[src/rtl/imem_loader_pkg.sv]
// Shared definitions for the instruction-memory loader and the core top level:
// default widths and the loader state encoding.
package imem_loader_pkg;

    localparam int IMEM_ADDR_W = 8;
    localparam int IMEM_DATA_W = 32;
    localparam int IMEM_CNT_W  = 16;

    typedef enum logic [1:0] {
        IDLE = 2'd0,
        LOAD = 2'd1,
        RUN  = 2'd2,
        HALT = 2'd3
    } loader_state_t;

    function automatic logic state_is_busy(input loader_state_t s);
        return (s == LOAD) || (s == RUN);
    endfunction

endpackage

[src/rtl/imem_loader.sv]
// Streams a program from the host into instruction memory, releases the core
// from reset, then watches its PC and a cycle budget to decide when the run ends.
module imem_loader
    import imem_loader_pkg::*;
#(
    parameter int ADDR_W = IMEM_ADDR_W,
    parameter int DATA_W = IMEM_DATA_W,
    parameter int CNT_W  = IMEM_CNT_W
) (
    input  logic              i_clk,
    input  logic              i_rst_n,
    input  logic              i_start,
    input  logic              i_abort,
    input  logic [ADDR_W:0]   i_len,
    input  logic [DATA_W-1:0] i_in_data,
    input  logic              i_in_valid,
    output logic              o_in_ready,
    output logic              o_im_we,
    output logic [ADDR_W-1:0] o_im_addr,
    output logic [DATA_W-1:0] o_im_wdata,
    output logic              o_core_rst,
    input  logic [ADDR_W-1:0] i_core_pc,
    input  logic [ADDR_W-1:0] i_halt_pc,
    input  logic [CNT_W-1:0]  i_limit,
    output logic              o_busy,
    output logic              o_done,
    output logic              o_err,
    output logic [CNT_W-1:0]  o_cycles
);

    loader_state_t     r_state;
    loader_state_t     w_state_next;

    logic [ADDR_W:0]   r_word_cnt;
    logic [ADDR_W:0]   r_len;
    logic [ADDR_W-1:0] r_halt_pc;
    logic [CNT_W-1:0]  r_limit;
    logic [CNT_W-1:0]  r_cycles;

    logic              r_in_ready;
    logic              r_im_we;
    logic [ADDR_W-1:0] r_im_addr;
    logic [DATA_W-1:0] r_im_wdata;
    logic              r_core_rst;
    logic              r_done;
    logic              r_err;

    logic              w_idle_like;
    logic              w_start_ok;
    logic              w_start_bad;
    logic              w_transfer;
    logic              w_last_word;
    logic              w_in_run;
    logic              w_pc_hit;
    logic              w_timeout;

    assign w_idle_like = (r_state == IDLE) || (r_state == HALT);
    assign w_start_ok  = w_idle_like && i_start && !i_abort && (i_len != '0);
    assign w_start_bad = w_idle_like && i_start && !i_abort && (i_len == '0);
    assign w_transfer  = (r_state == LOAD) && r_in_ready && i_in_valid && !i_abort;
    // Counter is one bit wider than the address so a full-memory load ends cleanly.
    assign w_last_word = (r_word_cnt == (r_len - 1'b1));
    assign w_in_run    = (r_state == RUN) && !i_abort;
    assign w_pc_hit    = w_in_run && (i_core_pc == r_halt_pc);
    assign w_timeout   = w_in_run && (r_limit != '0) && (r_cycles == (r_limit - 1'b1));

    always_ff @(posedge i_clk or negedge i_rst_n) begin
        if (!i_rst_n) begin
            r_state <= IDLE;
        end else begin
            r_state <= w_state_next;
        end
    end

    always_comb begin
        w_state_next = r_state;
        if (i_abort) begin
            w_state_next = IDLE;
        end else begin
            case (r_state)
                IDLE, HALT: begin
                    if (w_start_ok) begin
                        w_state_next = LOAD;
                    end else if (w_start_bad) begin
                        w_state_next = IDLE;
                    end
                end
                LOAD: begin
                    if (w_transfer && w_last_word) begin
                        w_state_next = RUN;
                    end
                end
                RUN: begin
                    if (w_pc_hit || w_timeout) begin
                        w_state_next = HALT;
                    end
                end
                default: w_state_next = IDLE;
            endcase
        end
    end

    // Host-side handshake and the memory write port.
    always_ff @(posedge i_clk or negedge i_rst_n) begin
        if (!i_rst_n) begin
            r_in_ready <= 1'b0;
            r_im_we    <= 1'b0;
            r_im_addr  <= '0;
            r_im_wdata <= '0;
            r_word_cnt <= '0;
        end else begin
            r_in_ready <= (w_state_next == LOAD);
            r_im_we    <= w_transfer;
            if (w_start_ok) begin
                r_word_cnt <= '0;
            end else if (w_transfer) begin
                r_im_addr  <= r_word_cnt[ADDR_W-1:0];
                r_im_wdata <= i_in_data;
                r_word_cnt <= r_word_cnt + 1'b1;
            end
        end
    end

    // Run parameters captured at START.
    always_ff @(posedge i_clk or negedge i_rst_n) begin
        if (!i_rst_n) begin
            r_len     <= '0;
            r_halt_pc <= '0;
            r_limit   <= '0;
        end else if (w_start_ok) begin
            r_len     <= i_len;
            r_halt_pc <= i_halt_pc;
            r_limit   <= i_limit;
        end
    end

    // Core reset stays high on any edge that enters or leaves RUN, so the core
    // never sees a partially loaded memory and is parked the moment a run ends.
    always_ff @(posedge i_clk or negedge i_rst_n) begin
        if (!i_rst_n) begin
            r_core_rst <= 1'b1;
        end else begin
            r_core_rst <= (r_state != RUN) || (w_state_next != RUN);
        end
    end

    // Run accounting: saturating cycle count and the done/error verdict.
    always_ff @(posedge i_clk or negedge i_rst_n) begin
        if (!i_rst_n) begin
            r_cycles <= '0;
            r_done   <= 1'b0;
            r_err    <= 1'b0;
        end else begin
            if (w_start_ok) begin
                r_cycles <= '0;
                r_done   <= 1'b0;
                r_err    <= 1'b0;
            end else if (w_start_bad) begin
                r_err    <= 1'b1;
            end else if (w_in_run) begin
                if (r_cycles != '1) begin
                    r_cycles <= r_cycles + 1'b1;
                end
                if (w_pc_hit) begin
                    r_done <= 1'b1;
                    r_err  <= 1'b0;
                end else if (w_timeout) begin
                    r_done <= 1'b1;
                    r_err  <= 1'b1;
                end
            end
        end
    end

    assign o_in_ready = r_in_ready;
    assign o_im_we    = r_im_we;
    assign o_im_addr  = r_im_addr;
    assign o_im_wdata = r_im_wdata;
    assign o_core_rst = r_core_rst;
    assign o_busy     = state_is_busy(r_state);
    assign o_done     = r_done;
    assign o_err      = r_err;
    assign o_cycles   = r_cycles;

endmodule

[config.mk]
export PLATFORM = sky130hd
export DESIGN_NAME = imem_loader
export DESIGN_NICKNAME = d
export VERILOG_FILES = /design/src/rtl/imem_loader_pkg.sv /design/src/rtl/imem_loader.sv
export SDC_FILE = /design/constraint.sdc
export NUM_CORES = 1
export LEC_CHECK = 0
export BUFFER_PORTS_ARGS = -buffer_cell sky130_fd_sc_hd__buf_2
export CORE_MARGIN = 1.5
export CORE_UTILIZATION = 48
export CTS_CLUSTER_SIZE = 30
export DETAILED_ROUTE_END_ITERATION = 7
export PLACE_DENSITY_LB_ADDON = 0.08
export SYNTH_ARGS = -nofsm -noshare
export SYNTH_HDL_FRONTEND = slang
export SYNTH_SLANG_ARGS = --single-unit
[constraint.sdc]
create_clock -name i_clk -period 2.66 [get_ports i_clk]
set_input_delay 0.266 -clock i_clk [delete_from_list [all_inputs] [get_ports i_clk]]
set_output_delay 0.266 -clock i_clk [all_outputs]
set_load 0.03 [all_outputs]
Word level (Yosys, flattened, before mapping)
Cells that the tools add are included.

Register bits after elaboration: 105. Output and inout bits: 62. Input bits: 78. Word-level logic and storage cells: 82.

$add $sub $neg: 4. Eq/ne operators: 11. Bitwise operators: 1. Reductions and logical operators: 32. Multiplexer cells: 21.

Operators by type and width (number): $mux W16 (4); $mux W9 (2); $add A16 B1 Y16 const B (1); $eq A16 B16 Y1 (1); $ne A16 B16 Y1 const B (1); $reduce_bool A16 Y1 (1); $sub A16 B1 Y16 const B (1); $logic_and A1 B1 Y1 (12); $mux W2 (5); $add A9 B1 Y9 const B (1); $eq A9 B9 Y1 (1); $logic_not A9 Y1 (1); $mux W1 (9); $reduce_bool A9 Y1 (1); $sub A9 B1 Y9 const B (1); $eq A8 B8 Y1 (1); $ne A2 B2 Y1 const B (3); $pmux W2 S3 (1); $reduce_and A3 Y1 (2); $reduce_bool A2 Y1 (3); $reduce_bool A3 Y1 (2); $eq A2 B1 Y1 const B (2); $eq A2 B2 Y1 const B (2); $logic_or A1 B1 Y1 (4); 6 further kinds (7).

Logic depth before layout (Yosys ltp)
Gate-level depths: netlist of run 1.

Depth in word-level cells: 11. Gate-level depth with buffers: 10. Gate-level depth less buffers: 9.

Least setup slack after synthesis of run 1
OpenSTA, ideal clock, no wires.

Path kind: reg-to-reg. Start point: register r_limit[3]. End point: register r_err, in the netlist o_err. Setup slack: 0 ps. Cell stages (with the launch flop): 10. Arrival time: 2520 ps. Clock period less this slack: 2660 ps. Cell sequence: dfrtp_1 -> buf_6 -> or4_1 -> buf_2 -> or4_4 -> a211oi_2 -> o2111ai_1 -> nor4_4 -> mux2i_1 -> o31ai_2.

Cells in the longest elaborated chain, start to end: 5. Elaborated cells on any way between the ends: 7.

Ends and longest elaborated chain: start: declaration (line imem_loader.sv:37) `logic [CNT_W-1:0] r_limit;`; start signal: assignment (line imem_loader.sv:133) `r_limit <= i_limit;`; $sub A16 B1 Y16 / $reduce_bool A16 Y1 (equally long branches) (line imem_loader.sv:65) `assign w_timeout = w_in_run && (r_limit != '0) && (r_cycles == (r_limit - 1'b1));`; $eq A16 B16 Y1 / $logic_and A1 B1 Y1 (equally long branches) (line imem_loader.sv:65); $logic_and A1 B1 Y1 * (line imem_loader.sv:65); $reduce_bool A4 Y1 (no line) *; $reduce_and A2 Y1 (no line) *; end signal: assignment (line imem_loader.sv:152) `r_err <= 1'b0;`; end signal: assignment (line imem_loader.sv:157) `r_err <= 1'b0;`; end signal: assignment (line imem_loader.sv:159) `r_err <= 1'b1;`; end: declaration (line imem_loader.sv:46) `logic r_err;`.

Every way passes the cells marked *; elsewhere a longest branch is shown, timed or not. A chain may end at the register's enable or synchronous reset.

Final worst setup path of run 1
Start point: register r_limit[9]. End point: register r_err, in the netlist o_err.

Same word-level chain as after synthesis.

==> results_dict.tcl, run 1 <==
set metrics [dict create \
    timing.rr.start "r_limit[9]" \
    rsz0062_at_grt "yes" \
    violations "negative setup slack" \
    wl_per_cell_um 15.22 \
    die_y_um 108.1 \
    crit_type "flop to flop" \
    cts.sinks 105 \
    dieArea_um2 11690 \
    cp.arrival_ps 2920 \
    grt_max_degree 65 \
    clock_path_buffers 2 \
    clk_latency_ps 370 \
    ys_async_sr_fraction 1.000 \
    r2r-end "o_err" \
    maxCapViolCount 0 \
    cp.depth 8 \
    hold_class "input port to flop" \
    ant_nets 0 \
    crit_path_start_kind "flop" \
    period_share 1.004 \
    grt_usage 0.2283 \
    n_fill_cell 950 \
    die_w_um 108.1 \
    yosys.area.top_type "dfrtp_1" \
    start_util 0.4914 \
    path_cells "or4_4, or4_4, a211oi_2, o2111ai_2, nor4_4, buf_4, mux2i_1, o31ai_2" \
    dr.pass1.iters 4 \
    drc 0 \
    synth_nets 611 \
    port_buffers 139 \
    finalNonFillerCells 833 \
    ys.flop_type "dfrtp_1" \
    yosys_warnings 0 \
    yosysSeqAreaShare 0.4956 \
    core_area_um2 10790 \
    setup_slack_ps -10.24 \
    relSlewSlack 0.5959 \
    grt_pass1_wl_um 20740 \
    diodes 0 \
    syn_to_final_growth_pct 24.65 \
    slowest_delay_ps 540 \
    io_pins 140 \
    num_vias 4398 \
    fin_total_pwr_uw 4707 \
    final_layout_size_suffix_gt1_frac 0.3506 \
    cp-end-kind "flop" \
    status "complete, but fails checks" \
    startpoint "r_limit[9]" \
    fin_skew_ps 5.860 \
    maxSlewViolCount 0 \
    pre_cts_ws_ps -15.34 \
    grt_pass1_vias 4263 \
    cpLargestDelayFamily "simple AND/OR/NAND/NOR gates" \
    rows 38 \
    dpl.cell_count 814 \
    tritoncts "done" \
    leakage_uw 0.003313 \
    ys_seq_elements 105 \
    worstMarginPinSlew_ps 600.6 \
    antenna_found_initial 0 \
    yosys-top-cells-area "dfrtp_1, mux2_2, nand2_1" \
    grt-ovfl-total 0 \
    r2r_slack_ps -10 \
    avgSynthCellArea_um2 10.08 \
    wl_um 12680 \
    synth_edf_count 0 \
    final_net_count 773 \
    period_minus_slack_ps 2670 \
    hpwlAfterDp_um 9320 \
    synth_area_um2 5304 \
    numCtsBuffers 9 \
    ys_types 55 \
    path_clk_slew_ps 100 \
    netlist_instances 526 \
    endpoint "o_err" \
    synth_top_area_frac 0.4907 \
    worstPathBufferInverterCount 1 \
    ir_worst_vdd_v 0.0005371 \
    clock.fmax_ghz 0.3745 \
    worst_path_most_repeated_cell "or4_4" \
    setup_viol 1 \
    power_density_nw_per_um2 712.0 \
    final_core_util 0.6126 \
    cp_slowest_cell "or4_4" \
    cts_root_buf "clkbuf_8" \
    ff2ff_path_depth 8 \
    hold_ws_ps 78.19 \
    gp_congestion 0.8735 \
    hold_viol_final 0 \
    crit_required_ps 2910 \
    cp_max_fo 2 \
    drt_iter0_drc 159 \
    ctsHtreeMaxLevel 3 \
    avgViaCountPerCell 5.280 \
]
==> per-layer routing <==
layer / share of wire / vias to the layer above / routed length, um / track usage
li1: - / 2145 / - / -
met4: 0.017 / 0 / 219 / 0.07143
met5: 0 / - / 0 / 0
met2: 0.51 / 100 / 6445 / 0.3956
met1: 0.43 / 2132 / 5495 / 0.2827
met3: 0.041 / 21 / 518 / 0.05244
==> metrics by stage <==
step	instance area (um^2)	setup TNS, ps
2_1_floorplan	5304	-0.4341
3_3_place_gp	6354	0
3_5_place_dp	6354	-22.45
4_1_cts	6556	0
5_1_grt	6611	-143.5
6_report	6611	-10.24
==> final cells by class <==
class | instances | area (um^2) | share of cell area
Sequential cell | 105 | 2629 | 0.3976
Inverter | 13 | 48.80 | 0.007381
Timing Repair Buffer | 175 | 996.0 | 0.1506
Multi-Input combinational cell | 384 | 2580 | 0.3902
Clock inverter | 4 | 27.53 | 0.004164
Clock buffer | 12 | 155.1 | 0.02347
Tap cell | 140 | 175.2 | 0.02650
==> cells in the mapped netlist, types with 4 or more instances <==
| cell | instances |
|---|---|
| mux2_1 | 4 |
| or4_1 | 5 |
| inv_1 | 13 |
| nor3_1 | 15 |
| nor2_1 | 35 |
| clkbuf_1 | 15 |
| a31oi_1 | 6 |
| xor2_1 | 25 |
| or3_1 | 4 |
| xnor2_1 | 35 |
| nor3b_1 | 7 |
| nand4_1 | 13 |
| ha_1 | 7 |
| buf_2 | 4 |
| o21ai_0 | 13 |
| nor4_1 | 8 |
| a21oi_1 | 7 |
| nand2_1 | 104 |
| buf_1 | 4 |
| mux2_2 | 36 |
| nand3_1 | 11 |
| dfrtp_1 | 104 |
==> logic make-up (layout without fill, tap and decap cells) <==
family	count (synthesis)	after routing	share of synthesized area
buffers and inverters	37	204	0.02854
AND/OR/NAND/NOR	227	227	0.2104
XOR/XNOR	60	60	0.09908
AO/OA/AOI/OAI	47	47	0.05922
adder cells (fa/ha/maj)	7	7	0.01651
multiplexers	43	43	0.09059
flip-flops	105	105	0.4956
==> power breakdown <==
group	internal [uW]	total, uW	switching, uW	leakage [uW]
Combinational	674	1670	995	0.00185
Clock	391	932	541	0.0000846
Sequential	1900	2110	206	0.00138
Total	2970	4710	1740	0.00331
==> tightest hold or removal path: cells and delay by family <==
family                 cells  cell delay (ps)
buffers and inverters      1               70
and+or+nand+nor            2               80
==> sequential cells by signal (all words and copies together) (netlist names) <==
| name | flops |
|---|---|
| o_im_we | 1 |
| o_im_addr | 8 |
| o_in_ready | 1 |
| o_core_rst | 1 |
| o_im_wdata | 32 |
| o_err | 1 |
| r_halt_pc | 8 |
| r_state | 2 |
| o_cycles | 16 |
| r_len | 9 |
| r_word_cnt | 9 |
| o_done | 1 |
| r_limit | 16 |
==> cell usage in the layout (no fill, tap or decap), drive strengths merged, types with 10 or more instances in the layout <==
master and instances:
o21ai 13, nor3 15, xor2 25, inv 13, dfrtp 104, xnor2 35, buf 174, nor4 10
clkbuf 12, nand4 13, nor2 35, mux2 40, nand2 104, nand3 11
==> worst min-delay path by stage <==
| stage | start | end | cells past startpoint |
|---|---|---|---|
| after detailed placement | i_rst_n | r_limit[13] | 1 |
| after CTS | i_halt_pc[3] | r_halt_pc[3] | 3 |
| after global routing | i_halt_pc[0] | r_halt_pc[0] | 3 |
| final | i_limit[4] | r_limit[4] | 3 |
| after floorplan | i_rst_n | o_cycles[0] | 0 |
| after global placement | i_rst_n | r_limit[13] | 1 |
==> repair_timing <==
item | in CTS | in global routing
hold buffers | 1 | 0
resized for setup | 2 | 8
setup buffers | 0 | 3
hold endpoints to repair | 41 | 0
setup endpoints to repair | 2 | 4
pin swaps | 0 | 5
Note: power is estimated with default switching activity, not from simulation.
==> inputs of run 2 (changes only) <==
--- a/config.mk
+++ b/config.mk
@@ -10,7 +10,7 @@
 export CORE_UTILIZATION = 48
 export CTS_CLUSTER_SIZE = 30
 export DETAILED_ROUTE_END_ITERATION = 7
-export PLACE_DENSITY_LB_ADDON = 0.08
+export PLACE_DENSITY_LB_ADDON = 0.15
 export SYNTH_ARGS = -nofsm -noshare
 export SYNTH_HDL_FRONTEND = slang
 export SYNTH_SLANG_ARGS = --single-unit
==> run 2 against run 1 <==
The run now ends clean. Sequential power about the same. Worst setup slack better by 15 ps. Worst hold slack lost 14 ps. First-iteration DRC count is 14% higher. Global-route usage rose by 0.062 points. Critical path depth is 1 lower. Clock skew grew 6.1 ps. Sequential share of layout area up 0.18 points. Core utilization shrank 0.28 points. Combinational power is essentially flat. Flip-flop and latch count unchanged. Largest cell class unchanged.
==> results_dict.tcl, run 2 (synthesis gave the netlist of run 1 again) <==
set metrics [dict create \
    status "complete, no violations" \
    path_cells "or4_4, or4_4, a211oi_2, o2111ai_2, nor4_4, mux2i_1, o31ai_2" \
    period_minus_slack_ps 2655 \
    drt_iter0_drc 182 \
    syn_to_final_growth_pct 24.09 \
    worstPathBufferInverterCount 0 \
    grt_pass1_wl_um 20730 \
    dieArea_um2 11690 \
    dr.pass1.iters 4 \
    leakage_uw 0.003302 \
    tritoncts "done" \
    final_common_cell "buf_2" \
    cpLargestDelayFamily "simple AND/OR/NAND/NOR gates" \
    clock_path_buffers 2 \
    worstMarginPinSlew_ps 724.8 \
    hpwlAfterDp_um 9430 \
    diodes 0 \
    maxCapViolCount 0 \
    avgViaCountPerCell 5.271 \
    setup_tns_ps 0 \
    ff2ff_path_depth 7 \
    grt_usage 0.2290 \
    hold_ws_ps 64.17 \
    io_pins 140 \
    grt-ovfl-total 0 \
    rows 38 \
    num_vias 4364 \
    crit_type "flop to flop" \
    timing.rr.start "r_limit[8]" \
    cp-end-kind "flop" \
    holdPathEnd "r_halt_pc[7]" \
    dpl.cell_count 810 \
    n_fill_cell 943 \
    r2r_slack_ps 5 \
    numCtsBuffers 9 \
    largest_reg_flops 32 \
    cp.arrival_ps 2910 \
    hold_class "input port to flop" \
    hold_viol_final 0 \
    power_density_nw_per_um2 725.7 \
    clock.fmax_ghz 0.3766 \
    cts.sinks 105 \
    hold_depth 3 \
    grt_pass1_vias 4340 \
    crit_required_ps 2910 \
    finalNonFillerCells 828 \
    ir_worst_vdd_v 0.0005594 \
    cts_root_buf "clkbuf_8" \
    rsz0062_at_grt "yes" \
    most-common-layout-cells "buf_2, nand2_1, dfrtp_1" \
    maxSlewViolCount 0 \
    worst_path_most_repeated_cell "or4_4" \
    port_buffers 139 \
    ant_nets 0 \
    grt_max_degree 44 \
    core_area_um2 10790 \
    fin_skew_ps 11.97 \
    final_net_count 768 \
    wl_um 12640 \
    relSlewSlack 0.5124 \
    slowest_delay_ps 540 \
    wl_per_cell_um 15.27 \
    setup_viol 0 \
    gp_congestion 0.8317 \
    die_y_um 108.1 \
    final_layout_size_suffix_gt1_frac 0.3459 \
    clk_latency_ps 390 \
    antenna_found_initial 0 \
    cp_max_fo 3 \
    cp_slowest_cell "or4_4" \
    ctsHtreeMaxLevel 3 \
    die_w_um 108.1 \
    drc 0 \
    crit_path_start_kind "flop" \
    min_from "i_halt_pc[7]" \
    path_clk_slew_ps 100 \
    r2r-end "o_err" \
    start_util 0.4914 \
    period_share 0.9981 \
]
[run 2: changes by cell type in the layout (fill, tap and decap cells not counted), moves of 2 or more]
| cell | delta |
|---|---|
| buf_4 | -6 |
| clkinvlp_4 | -3 |
| clkbuf_8 | -2 |
| clkinv_2 | +3 |
[run 2: power breakdown]
part / total [uW] / switching [uW] / leakage, uW / internal [uW]
clock: 990 / 559 / 0.0000998 / 431
sequential: 2110 / 205 / 0.00138 / 1900
combinational: 1680 / 1000 / 0.00182 / 677
total: 4780 / 1770 / 0.00330 / 3010
[run 2: worst max-delay path by stage]
stage,slack [ps],from,depth (start not counted),end
CTS,4,r_limit[0],10,o_in_ready
global route,-80,r_limit[0],11,o_err
global placement,80,r_limit[3],7,o_err
floorplan,-0.4,r_limit[3],9,o_err
finish,5,r_limit[8],7,o_err
detailed placement,30,r_limit[3],7,o_in_ready
[run 2: area by class of cell]
type | count | area [um^2] | area share
flip-flops and latches | 105 | 2629 | 0.3994
clock inverters | 6 | 58.81 | 0.008935
well taps | 140 | 175.2 | 0.02662
repair buffers | 170 | 962.2 | 0.1462
inverters | 13 | 48.80 | 0.007414
multi-input cells | 384 | 2580 | 0.3920
clock buffers | 10 | 127.6 | 0.01939
[run 2: per-stage QoR]
| step | instance area [um^2] | total power, uW | util | worst slack [ps] |
|---|---|---|---|---|
| after floorplan | 5304 | 3227 | - | -0.4341 |
| after global placement | 6324 | 3732 | 0.5859 | 79.42 |
| after detailed placement | 6324 | 3776 | 0.5859 | 32.49 |
| after CTS | 6520 | 4764 | 0.6041 | 3.981 |
| after global routing | 6581 | 5062 | 0.6098 | -81.25 |
| final | 6581 | 4776 | 0.6098 | 4.975 |
[run 2: repair_timing]
item / in CTS / in global routing
endpoints found under the setup margin: 0 / 4
setup buffers: 0 / 1
hold endpoints to repair: 39 / 0
gates resized for setup: 0 / 10
hold buffers: 1 / 0
[run 2: per-layer routing]
| layer | global-route usage | share of wire | vias to the layer above |
|---|---|---|---|
| met3 | 0.04219 | 0.044 | 24 |
| met5 | 0 | 0 | - |
| met1 | 0.2831 | 0.44 | 2106 |
| met4 | 0.08929 | 0.021 | 0 |
| met2 | 0.3969 | 0.50 | 123 |
| li1 | - | - | 2111 |
[run 2: worst reg2reg max path: stages, from the launching register on]
cell	delay, ps
dfrtp_1	390
or4_4	540
or4_4	530
a211oi_2	220
o2111ai_2	170
nor4_4	350
mux2i_1	260
o31ai_2	70
==> inputs of run 3 (changes only) <==
--- a/config.mk
+++ b/config.mk
@@ -11,6 +11,8 @@
 export CTS_CLUSTER_SIZE = 30
 export DETAILED_ROUTE_END_ITERATION = 7
 export PLACE_DENSITY_LB_ADDON = 0.15
+export SETUP_SLACK_MARGIN = 0.2
+export SLEW_MARGIN = 10
 export SYNTH_ARGS = -nofsm -noshare
 export SYNTH_HDL_FRONTEND = slang
 export SYNTH_SLANG_ARGS = --single-unit
==> run 3 against run 2 <==
Flip-flop and latch count unchanged. Register-to-register slack improved by 140 ps. Via count about the same. Wire length increased by 1.7%. Sequential share of layout area decreased by 0.74 points. First-iteration DRC count increased by 45%. Largest cell class unchanged.
==> results_dict.tcl, run 3 (synthesis gave the netlist of run 1 again) <==
set metrics [dict create \
    rows 38 \
    grt_pass1_vias 4322 \
    clk_latency_ps 390 \
    holdPathEnd "r_halt_pc[3]" \
    routed.top_layer "met4" \
    start_util 0.4914 \
    period_share 0.9446 \
    grt_usage 0.2351 \
    status "complete, no violations" \
    maxSlewViolCount 0 \
    pre_cts_ws_ps 20.14 \
    most-common-layout-cells "buf_2, dfrtp_1, nand2_1" \
    gp_congestion 0.8309 \
    port_buffers 139 \
    r2r_slack_ps 150 \
    cts_root_buf "clkbuf_8" \
    dieArea_um2 11690 \
    core_area_um2 10790 \
    io_pins 140 \
    clock.fmax_ghz 0.3980 \
    hpwlAfterDp_um 9499 \
    antenna_found_initial 0 \
    maxCapViolCount 0 \
    setup_slack_ps 147.4 \
    clock_path_buffers 2 \
    fin_skew_ps 7.415 \
    final_layout_size_suffix_gt1_frac 0.3626 \
    avgViaCountPerCell 5.228 \
    wl_um 12850 \
    drc 0 \
    startpoint "r_limit[9]" \
    dr.pass1.iters 4 \
    wl_per_cell_um 15.39 \
    ctsHtreeMaxLevel 3 \
    die_y_um 108.1 \
    hold_depth 3 \
    timing.rr.start "r_limit[9]" \
    rsz0062_at_grt "yes" \
    largest_reg_flops 32 \
    crit_path_start_kind "flop" \
    r2r-end "o_in_ready" \
    syn_to_final_growth_pct 26.42 \
    dr_wl_met3_um 545 \
    final_core_util 0.6213 \
    min_from "i_halt_pc[3]" \
    grt-ovfl-total 0 \
    ff2ff_path_depth 8 \
    grt_max_degree 59 \
    crit_type "flop to flop" \
    crit_required_ps 2970 \
    wl_met2_um 6549 \
    period_minus_slack_ps 2513 \
    ir_worst_vdd_v 0.0006560 \
    worstMarginPinSlew_ps 841.9 \
    power_density_nw_per_um2 732.0 \
    tritoncts "done" \
    path_clk_slew_ps 100 \
    wl_met1_um 5629 \
    numCtsBuffers 9 \
    setup_tns_ps 0 \
    cp.arrival_ps 2820 \
    setup_viol 0 \
    hold_viol_final 0 \
    leakage_uw 0.003351 \
    ant_nets 0 \
    relSlewSlack 0.4335 \
    design_area_um2 6705 \
    hold_class "input port to flop" \
    drt_iter0_drc 264 \
    cp_max_fo 3 \
    die_w_um 108.1 \
    final_common_cell "buf_2" \
    grt_pass1_wl_um 21270 \
    cts.sinks 105 \
    diodes 0 \
    postPlaceCellArea_um2 6360 \
    num_vias 4365 \
    hold_ws_ps 56.16 \
    cp-end-kind "flop" \
    final_net_count 775 \
]
[run 3: cell types whose count changed in the layout (fill, tap and decap cells not counted), sizes merged]
cell / delta
buf: +7
clkinv: -2
clkbuf: -1
inv: +3
[run 3: timing repair]
item                                   4_1_cts  5_1_grt
pin swaps                                    6        4
hold buffers                                 1        0
setup buffers                                2        2
resized for setup                            6       13
endpoints found under the hold margin       37        0
setup endpoints to repair                    5       81
[run 3: metal layers]
layer,track usage,vias to the layer above
li1,-,2147
met1,0.2933,2110
met2,0.4064,97
met3,0.06148,11
met4,0.05921,0
met5,0,-
[run 3: stage by stage]
stage | total power [uW] | std cells
final | 4908 | 835
after global routing | 5203 | 835
after CTS | 4918 | 833
after detailed placement | 3795 | 814
after global placement | 3755 | 814
after floorplan | 3230 | 526
[run 3: where the power goes]
group / internal, uW / switching, uW
registers: 1900 / 204
logic: 702 / 1020
clock network: 466 / 619
[run 3: worst max-delay path, cell delays in order (launching register included)]
cell,delay [ps]
dfrtp_1,390
or4_4,550
or4_4,530
a211oi_2,210
o2111ai_2,150
nor4_4,210
buf_4,180
nor4_4,40
nor3_1,160
[run 3: cell type report]
type,instances,area (um^2)
Clock buffer,9,123.9
Clock inverter,7,97.59
Fill cell,936,4088
Inverter,13,51.30
Multi-Input combinational cell,384,2610
Sequential cell,105,2629
Tap cell,140,175.2
Timing Repair Buffer,177,1018
[run 3: worst max path at each step]
| stage | end | depth (start not counted) | slack [ps] |
|---|---|---|---|
| detailed placement | o_err | 7 | 20 |
| global placement | o_err | 7 | 40 |
| finish | o_in_ready | 8 | 150 |
| CTS | o_in_ready | 8 | 80 |
| global route | o_in_ready | 8 | 20 |
| floorplan | o_err | 9 | 2 |
